==> config.mk <==
export PLATFORM = sky130hd
export DESIGN_NAME = slave_port_arbiter
export DESIGN_NICKNAME = d
export VERILOG_FILES = /design/src/rtl/cross_bar_pkg.sv /design/src/rtl/rr_arb2.sv /design/src/rtl/slave_port_arbiter.sv
export SDC_FILE = /design/constraint.sdc
export NUM_CORES = 1
export LEC_CHECK = 0
export CORE_AREA = 2 2 118 120
export CTS_CLUSTER_DIAMETER = 50
export DETAILED_ROUTE_END_ITERATION = 6
export DIE_AREA = 0 0 120 122
export PLACE_DENSITY = 0.53
export SETUP_SLACK_MARGIN = 0.2
export SLEW_MARGIN = 20
export SYNTH_ARGS = -nofsm -noshare
export SYNTH_HDL_FRONTEND = slang
export SYNTH_HIERARCHICAL = 1
export SYNTH_SLANG_ARGS = --single-unit
==> constraint.sdc <==
create_clock -name clk -period 3.4 [get_ports clk]
set_clock_uncertainty 0.15 [all_clocks]
set_input_delay 0.68 -clock clk [delete_from_list [all_inputs] [get_ports clk]]
set_output_delay 0.68 -clock clk [all_outputs]
set_load 0.02 [all_outputs]
==> src/rtl/cross_bar_pkg.sv <==
// -----------------------------------------------------------------------------
// cross_bar_pkg
//   Shared definitions for the 2x2 cross bar: bus widths, command encoding,
//   arbiter state type and the data word returned to a master when the
//   watchdog gives up on a silent slave.
//   Imported by rr_arb2 and slave_port_arbiter.
// -----------------------------------------------------------------------------
package cross_bar_pkg;

    localparam int ADDR_W = 32;
    localparam int DATA_W = 32;

    localparam logic CMD_READ  = 1'b0;
    localparam logic CMD_WRITE = 1'b1;

    // Arbiter state encoding, kept as plain constants so older tools and
    // waveform scripts can match on the raw bit values.
    localparam logic [0:0] ST_IDLE = 1'b0;
    localparam logic [0:0] ST_BUSY = 1'b1;

    typedef enum logic [0:0] {
        IDLE = ST_IDLE,
        BUSY = ST_BUSY
    } arb_state_t;

    // Read data handed to a master whose transfer was cut short by the
    // watchdog; chosen to be easy to spot in memory dumps.
    localparam logic [DATA_W-1:0] TIMEOUT_RDATA = 32'hDEAD_BEEF;

    // After serving the master in one-hot grant 'served', the preference
    // moves to the other master (0 = master 1 preferred, 1 = master 2).
    function automatic logic next_prio(input logic [1:0] served);
        return served[0];
    endfunction

endpackage

==> src/rtl/rr_arb2.sv <==
// -----------------------------------------------------------------------------
// rr_arb2
//   Purely combinational two-way round-robin pick. A lone requester always
//   wins; when both request, the preferred one (i_prio) wins.
//   Ports:
//     i_hit  [1:0]  qualified requests, bit0 = master 1, bit1 = master 2
//     i_prio        preferred master on a tie (0 = master 1, 1 = master 2)
//     o_gnt  [1:0]  one-hot pick, 00 when nobody requests
// -----------------------------------------------------------------------------
module rr_arb2
    import cross_bar_pkg::*;
(
    input  logic [1:0] i_hit,
    input  logic       i_prio,
    output logic [1:0] o_gnt
);

    genvar gi;
    generate
        for (gi = 0; gi < 2; gi++) begin : g_pick
            // Win if requesting and either the rival is silent or we hold
            // the preference.
            assign o_gnt[gi] = i_hit[gi] & (~i_hit[1-gi] | (i_prio == 1'(gi)));
        end
    endgenerate

endmodule

==> src/rtl/slave_port_arbiter.sv <==
// -----------------------------------------------------------------------------
// slave_port_arbiter
//   Sits in front of one slave_ram in the 2x2 cross bar. Decodes which master
//   requests target this slave (addr[SEL_BIT] == SLAVE_ID), grants one of them
//   at a time in round-robin order and muxes the owner's request onto the
//   slave port. The slave's ack/rdata are routed back to the owner only.
//
//   Optional feature (compile-time macro ARB_TIMEOUT_EN):
//     A watchdog counts BUSY cycles; if the slave stays silent for
//     TIMEOUT_CYCLES cycles the owner gets a one-cycle ack with
//     TIMEOUT_RDATA, timeout_flag is set (sticky until reset) and the port is
//     released. Without the macro the port waits for slave_ack indefinitely
//     and timeout_flag is tied low.
//
//   Ports:
//     clk, resetn                 clock, synchronous active-low reset
//     master_x_req/addr/cmd/wdata request from master x (x = 1, 2)
//     master_x_ack/rdata          response to master x
//     slave_req/addr/cmd/wdata    muxed request towards the slave
//     slave_ack/rdata             slave response, ack is a one-cycle pulse
//     grant [1:0]                 one-hot owner, bit0 = master 1
//     timeout_flag                sticky watchdog error
// -----------------------------------------------------------------------------
module slave_port_arbiter
    import cross_bar_pkg::*;
#(
    parameter int SLAVE_ID       = 0,
    parameter int SEL_BIT        = 31,
    parameter int TIMEOUT_CYCLES = 64
) (
    input  logic              clk,
    input  logic              resetn,

    input  logic              master_1_req,
    input  logic [ADDR_W-1:0] master_1_addr,
    input  logic              master_1_cmd,
    input  logic [DATA_W-1:0] master_1_wdata,
    output logic              master_1_ack,
    output logic [DATA_W-1:0] master_1_rdata,

    input  logic              master_2_req,
    input  logic [ADDR_W-1:0] master_2_addr,
    input  logic              master_2_cmd,
    input  logic [DATA_W-1:0] master_2_wdata,
    output logic              master_2_ack,
    output logic [DATA_W-1:0] master_2_rdata,

    output logic              slave_req,
    output logic [ADDR_W-1:0] slave_addr,
    output logic              slave_cmd,
    output logic [DATA_W-1:0] slave_wdata,
    input  logic              slave_ack,
    input  logic [DATA_W-1:0] slave_rdata,

    output logic [1:0]        grant,
    output logic              timeout_flag
);

    localparam logic SEL_VAL = 1'(SLAVE_ID);

    // -------------------------------------------------------------------------
    // Master-side signals packed into arrays indexed 0 = master 1, 1 = master 2
    // -------------------------------------------------------------------------
    logic [1:0]        w_req;
    logic [1:0]        w_cmd;
    logic [1:0]        w_hit;
    logic [ADDR_W-1:0] w_addr  [2];
    logic [DATA_W-1:0] w_wdata [2];
    logic [1:0]        w_ack;
    logic [DATA_W-1:0] w_rdata [2];

    assign w_req      = {master_2_req, master_1_req};
    assign w_cmd      = {master_2_cmd, master_1_cmd};
    assign w_addr[0]  = master_1_addr;
    assign w_addr[1]  = master_2_addr;
    assign w_wdata[0] = master_1_wdata;
    assign w_wdata[1] = master_2_wdata;

    assign master_1_ack   = w_ack[0];
    assign master_2_ack   = w_ack[1];
    assign master_1_rdata = w_rdata[0];
    assign master_2_rdata = w_rdata[1];

    // -------------------------------------------------------------------------
    // State
    // -------------------------------------------------------------------------
    arb_state_t  r_state;
    arb_state_t  w_state_next;
    logic [1:0]  r_grant;
    logic [1:0]  w_grant_next;
    logic        r_prio;
    logic        w_prio_next;

    logic [1:0]        w_pick;
    logic              w_busy;
    logic              w_sel;
    logic              w_timeout;
    logic              w_done;
    logic [DATA_W-1:0] w_ret_data;

    genvar gi;
    generate
        for (gi = 0; gi < 2; gi++) begin : g_decode
            // Requests aimed at the other slave are invisible to this port.
            assign w_hit[gi] = w_req[gi] && (w_addr[gi][SEL_BIT] == SEL_VAL);
        end
    endgenerate

    rr_arb2 u_rr_arb2 (
        .i_hit  (w_hit),
        .i_prio (r_prio),
        .o_gnt  (w_pick)
    );

    assign w_busy = (r_state == BUSY);
    // Index of the owner; only meaningful while BUSY (grant is one-hot then).
    assign w_sel  = r_grant[1];

    // -------------------------------------------------------------------------
    // Optional watchdog
    // -------------------------------------------------------------------------
`ifdef ARB_TIMEOUT_EN
    localparam int WDOG_W = (TIMEOUT_CYCLES > 1) ? $clog2(TIMEOUT_CYCLES) : 1;
    localparam logic [WDOG_W-1:0] WDOG_LAST = WDOG_W'(TIMEOUT_CYCLES - 1);

    logic [WDOG_W-1:0] r_wdog;
    logic              r_timeout_flag;

    // A real slave_ack in the expiry cycle takes precedence over the timeout.
    assign w_timeout = w_busy && !slave_ack && (r_wdog == WDOG_LAST);

    always_ff @(posedge clk) begin
        if (!resetn) begin
            r_wdog         <= '0;
            r_timeout_flag <= 1'b0;
        end else begin
            // Held at zero in IDLE, so every BUSY period starts counting at 0.
            if (!w_busy) begin
                r_wdog <= '0;
            end else if (r_wdog != WDOG_LAST) begin
                r_wdog <= r_wdog + 1'b1;
            end
            if (w_timeout) begin
                r_timeout_flag <= 1'b1;
            end
        end
    end

    assign timeout_flag = r_timeout_flag;
`else
    logic w_unused_cfg;
    assign w_unused_cfg = (TIMEOUT_CYCLES > 0);
    assign w_timeout    = 1'b0;
    assign timeout_flag = 1'b0;
`endif

    // The owner's transfer ends on a slave ack or on a watchdog expiry.
    assign w_done     = w_busy && (slave_ack || w_timeout);
    assign w_ret_data = w_timeout ? TIMEOUT_RDATA : slave_rdata;

    // -------------------------------------------------------------------------
    // Next-state logic
    // -------------------------------------------------------------------------
    always_comb begin
        w_state_next = r_state;
        w_grant_next = r_grant;
        w_prio_next  = r_prio;
        case (r_state)
            IDLE: begin
                // Spurious slave_ack here is simply not looked at.
                if (|w_pick) begin
                    w_state_next = BUSY;
                    w_grant_next = w_pick;
                end
            end
            BUSY: begin
                // Owner dropping req is ignored: only completion releases.
                if (w_done) begin
                    w_state_next = IDLE;
                    w_grant_next = 2'b00;
                    w_prio_next  = next_prio(r_grant);
                end
            end
            default: begin
                w_state_next = IDLE;
                w_grant_next = 2'b00;
            end
        endcase
    end

    always_ff @(posedge clk) begin
        if (!resetn) begin
            r_state <= IDLE;
            r_grant <= 2'b00;
            r_prio  <= 1'b0;
        end else begin
            r_state <= w_state_next;
            r_grant <= w_grant_next;
            r_prio  <= w_prio_next;
        end
    end

    // -------------------------------------------------------------------------
    // Slave-side mux: everything is forced to zero while IDLE
    // -------------------------------------------------------------------------
    assign slave_req   = w_busy;
    assign slave_addr  = w_busy ? w_addr[w_sel]  : '0;
    assign slave_cmd   = w_busy ? w_cmd[w_sel]   : CMD_READ;
    assign slave_wdata = w_busy ? w_wdata[w_sel] : '0;

    // -------------------------------------------------------------------------
    // Response routing: only the owner sees ack/rdata
    // -------------------------------------------------------------------------
    generate
        for (gi = 0; gi < 2; gi++) begin : g_resp
            assign w_ack[gi]   = w_done && r_grant[gi];
            assign w_rdata[gi] = (w_busy && r_grant[gi]) ? w_ret_data : '0;
        end
    endgenerate

    assign grant = r_grant;

endmodule

* Word level (Yosys, flattened, before mapping)
Index checks and enable logic that the tools add are counted.
** Word-level totals
- Register bits after elaboration :: 4
- Input bits :: 167
- Output and inout bits :: 135
- Logic and storage cells :: 47
** Operators by class
- $lt $le $gt $ge :: 2
- Equal/unequal tests :: 2
- Multiplexer cells :: 19
- Bitwise logic cells :: 11
- Reductions and logical operators :: 10
** Operators by type and width (number)
- 32-bit 2-to-1 mux :: 10
- 1-bit logical AND :: 7
- 1-bit inverter :: 6
- 1-bit 2-to-1 mux :: 5
- 2-bit 2-to-1 mux :: 2
- 2-bit one-hot mux with 2 select lines :: 1
- 2-bit AND reduction :: 2
- 1-bit bitwise AND :: 2
- 2-bit greater-or-equal comparator (second input constant) :: 1
- 1-bit by 2-bit < comparator with 1-bit output (second input constant) :: 1
- 2-bit by 1-bit != test with 1-bit output (second input constant) :: 1
- 2-bit != test (second input constant) :: 1
- 1-bit inverter with 2-bit output :: 1
- 1-bit OR :: 2
- 1-bit one-hot mux with 2 select lines :: 1
- 2-bit OR reduction :: 1

* Longest topological paths before layout
Gate-level depths: netlist of the first run.
- Depth after elaboration :: 8
- Mapped depth :: 4
- Gate-level depth less buffers :: 4

* Hierarchy
Netlist of the first run, hierarchy kept.
** Modules (own cells, without submodules)
- slave_port_arbiter :: times used 1, cells each 245, area an instance 1900.6 um2, seq. area each 80.1 um2
- rr_arb2 :: times used 1, cells each 3, area an instance 18.8 um2, seq. area each 0.0 um2

* Least setup slack after synthesis of the first run
Ideal clock, no wire load.
- Path kind :: register to output
- From :: register r_state (netlist: slave_req)
- To :: output port slave_addr[10]
- Data arrival time :: 1.197 ns
- Slack :: 1.373 ns
- Stages on the path, launching flop included :: 4
- Path through :: dfxtp_1 -> buf_6 -> clkbuf_1 -> nor2b_1
** On the way
- Longest elaborated chain between the ends :: 1
** RTL lines
- from (decl) :: line slave_port_arbiter.sv:87 : arb_state_t r_state;
- from (signal assigned) :: line slave_port_arbiter.sv:197 : r_state <= w_state_next;
- 32-bit 2-to-1 mux :: line slave_port_arbiter.sv:207 : assign slave_addr = w_busy ? w_addr[w_sel] : '0;
- to (decl) :: line slave_port_arbiter.sv:49 : output logic [ADDR_W-1:0] slave_addr,
No other way between the ends.

* Worst setup path in the final report of the first run
- From :: input port slave_ack
- To :: output port master_1_ack
** On the way
- Longest elaborated chain between the ends :: 2
** RTL lines
- from (decl) :: line slave_port_arbiter.sv:52 : input logic slave_ack,
- 1-bit logical AND :: line slave_port_arbiter.sv:158 : assign w_done = w_busy && (slave_ack || w_timeout);
- 1-bit logical AND :: line slave_port_arbiter.sv:216 : assign w_ack[gi] = w_done && r_grant[gi];
- to (decl) :: line slave_port_arbiter.sv:38 : output logic master_1_ack,
No other way between the ends.

==> results of run 1 <==
layout make-up:
| cell class | count | area [µm²] | share of cell area |
|---|---|---|---|
| Inverter | 1 | 3.75 | 0.000739 |
| Clock buffer | 4 | 78.8 | 0.0155 |
| Tap cell | 180 | 225 | 0.0443 |
| Sequential cell | 4 | 85.1 | 0.0167 |
| Multi-Input combinational cell | 213 | 1590 | 0.313 |
| Timing Repair Buffer | 306 | 3100 | 0.610 |
through the flow:
step	setup WS (ps)	std cells	hold WS, ps	area (µm²)
after CTS	426	708	480	5080
after global placement	467	704	451	5000
after floorplan	1370	248	412	1920
after detailed placement	431	704	475	5000
after global routing	344	708	521	5080
final	448	708	479	5080
Yosys cell counts (all sizes together), types with 2 or more instances:
cell type   n  area share
buf        20        0.11
nand3b      2      0.0078
clkbuf     10       0.022
dfxtp       4       0.042
a21boi      3       0.012
nor2b      67        0.22
mux2        2       0.014
nand2       3      0.0059
and3       66        0.22
o21ai       2      0.0052
mux2i      65        0.34
power groups by stage:
stage                     sequential [µW]  combinational (µW)  clock, µW
final                                71.1                 597        190
after global routing                 74.1                 634        197
after CTS                            72.1                 603        192
after detailed placement             72.8                 601          0
after global placement               72.4                 595          0
after floorplan                      57.3                 274          0
layer usage:
layer / wire, µm / share of wire
met3: 1240 / 0.12
met5: 0 / 0
met1: 3650 / 0.36
met2: 5000 / 0.50
met4: 137 / 0.014
worst max-delay path: cells and delay by family:
family / cells / cell delay [ps]
buffers and inverters: 2 / 1220
and+or+nand+nor: 1 / 220
worst paths after layout:
| kind | endpoint | slack (ps) | depth (start not counted) |
|---|---|---|---|
| max | master_1_ack | 450 | 3 |
| min | r_prio | 480 | 2 |
| max reg2reg | grant[1] | 1680 | 3 |
| min reg2reg | r_prio | 480 | 2 |
logic make-up after synthesis:
kind of cell	count (synthesis)
AOI/OAI and AO/OA	7
buffers and inverters	31
DFF	4
muxes	67
other	1
and+or+nand+nor	138
flip-flops by register name, summed over array words and instances, names as in the netlist:
signal,flops
grant,2
r_prio,1
slave_req,1
==> out/results.txt, run 1 <==
Status - finished clean
Drt total wl - 10.0 mm
Io pins - 302
Port buffer count - 300
DRT iter0 DRCs - 37
Post-synthesis compound-gate area fraction - 0.0261
Final period utilization - 0.868
Int Pwr - 572 µW
CP max stage delay - 620 ps
Most common cell after layout, fill and taps aside - clkdlybuf4s50_1
DR DRC count - 0
Main combinational cell family by area after synthesis - simple AND/OR/NAND/NOR gates
P_leak - 0.00198 µW
Share of layout cells above drive strength 1 - 0.0246
Clock Power Share - 0.221
Comb pwr share - 0.696
# hold bufs at CTS - 0
Post-Synth XOR/XNOR Area - 0
Final Hold Viols - 0
Die H - 122 µm
First-pass GRT wire length - 14.5 mm
Post-synth EDFFs - 0
Mux contribution to synthesized area - 0.353
Wire length per cell - 14.2 µm
Die Wd - 120 µm
Sequential share of power - 0.083
Hold Path Origin - r_prio
Worst setup SP type - primary input
Setup crit end kind - output port
CTS tree - built
Slew HR - 0.571
Max Cap Violations - 0
CTS Root Cell - clkbuf_16
Via density - 4.06
GPL Wtd Cong - 0.798
GRT Resource Usage Total - 0.124
# diodes - 0
Resized Gates After CTS - 0
Core Region - 13500 µm²
GRT Residual Overflow - 0
Nets@finish - 696
Beginning of the critical path - slave_ack
Global-route layer with the greatest usage - met2
Simple logic cell fraction of the synthesized area - 0.447
Post-layout util - 0.376
RSZ-0062 raised after global routing - no
Clock Latency Late Sink - 230 ps
Syn Nets - 415
Initial antenna violation count - 0
Total CTS buffers - 3
Initial Util - 0.142
Postcts setup bufs - 0
Syn avg cell area - 7.74 µm²
Largest net degree at the start of global routing - 45
Post-Synth Adder-Cell Area - 0
Placement row count - 43
Clock-pin slew on the worst setup and hold paths - 30 ps
Crit-path max FO - 6
Yosys cell types - 22
Synth-to-layout area growth - 165%
Cells after synthesis - 248
Pwr Total - 858 µW
Switching Power - 286 µW
DRT Pass-1 Iters - 4
Worst path cell trace - clkdlybuf4s50_1 -> and3_1 -> clkdlybuf4s50_1
Hold Crit Class - flop to flop
Min Clock Period, post-route - 2950 ps
CP required - 2570 ps
Worst Tran Pin Value - 643 ps
CP Class - primary input to output port
Clk sink count - 4
Met1 usage - 0.123
GR Util met3 - 0.0501
Post-Syn Area - 1920 µm²
Via Count - 2875
# setup viols final - 0
Post-synthesis register bit count - 4
Pins Over Slew Limit - 0
Fillers - 1362
Yosys warning count - 6
Max IR drop VDD - 0.000118 V
Global Route met2 Usage - 0.236
Clock Tree Buf Depth - 2
CP arrival - 2120 ps
CP max-delay cell - clkdlybuf4s50_1
Synth Flop Type - dfxtp_1
Most frequent cells in the layout - 300 x clkdlybuf4s50_1, 67 x nor2b_1, 66 x and3_1
Dpl hpwl - 8.18 mm
CP most frequent cell - clkdlybuf4s50_1
Asr flop ratio synth - 0
Setup TNS - 0 ps
Seq/Total Area, Yosys - 0.0417
Vias in the first global route - 2924
Die area - 14600 µm²
PwrDens - 169 nW/µm²
Worst r2r src - slave_req
Post-DRT Antenna Nets - 0
Fmax - 0.339 GHz
H-Tree Depth - 1
Sw Share - 0.333
(Power assumes the default switching activity.)
==> run 2: changes to the inputs <==
--- a/config.mk
+++ b/config.mk
@@ -6,7 +6,7 @@
 export NUM_CORES = 1
 export LEC_CHECK = 0
 export CORE_AREA = 2 2 118 120
-export CTS_CLUSTER_DIAMETER = 50
+export CTS_CLUSTER_DIAMETER = 150
 export DETAILED_ROUTE_END_ITERATION = 6
 export DIE_AREA = 0 0 120 122
 export PLACE_DENSITY = 0.53
==> results of run 2 <==
No change in the layout: final DEF, timing and power equal those of run 1.
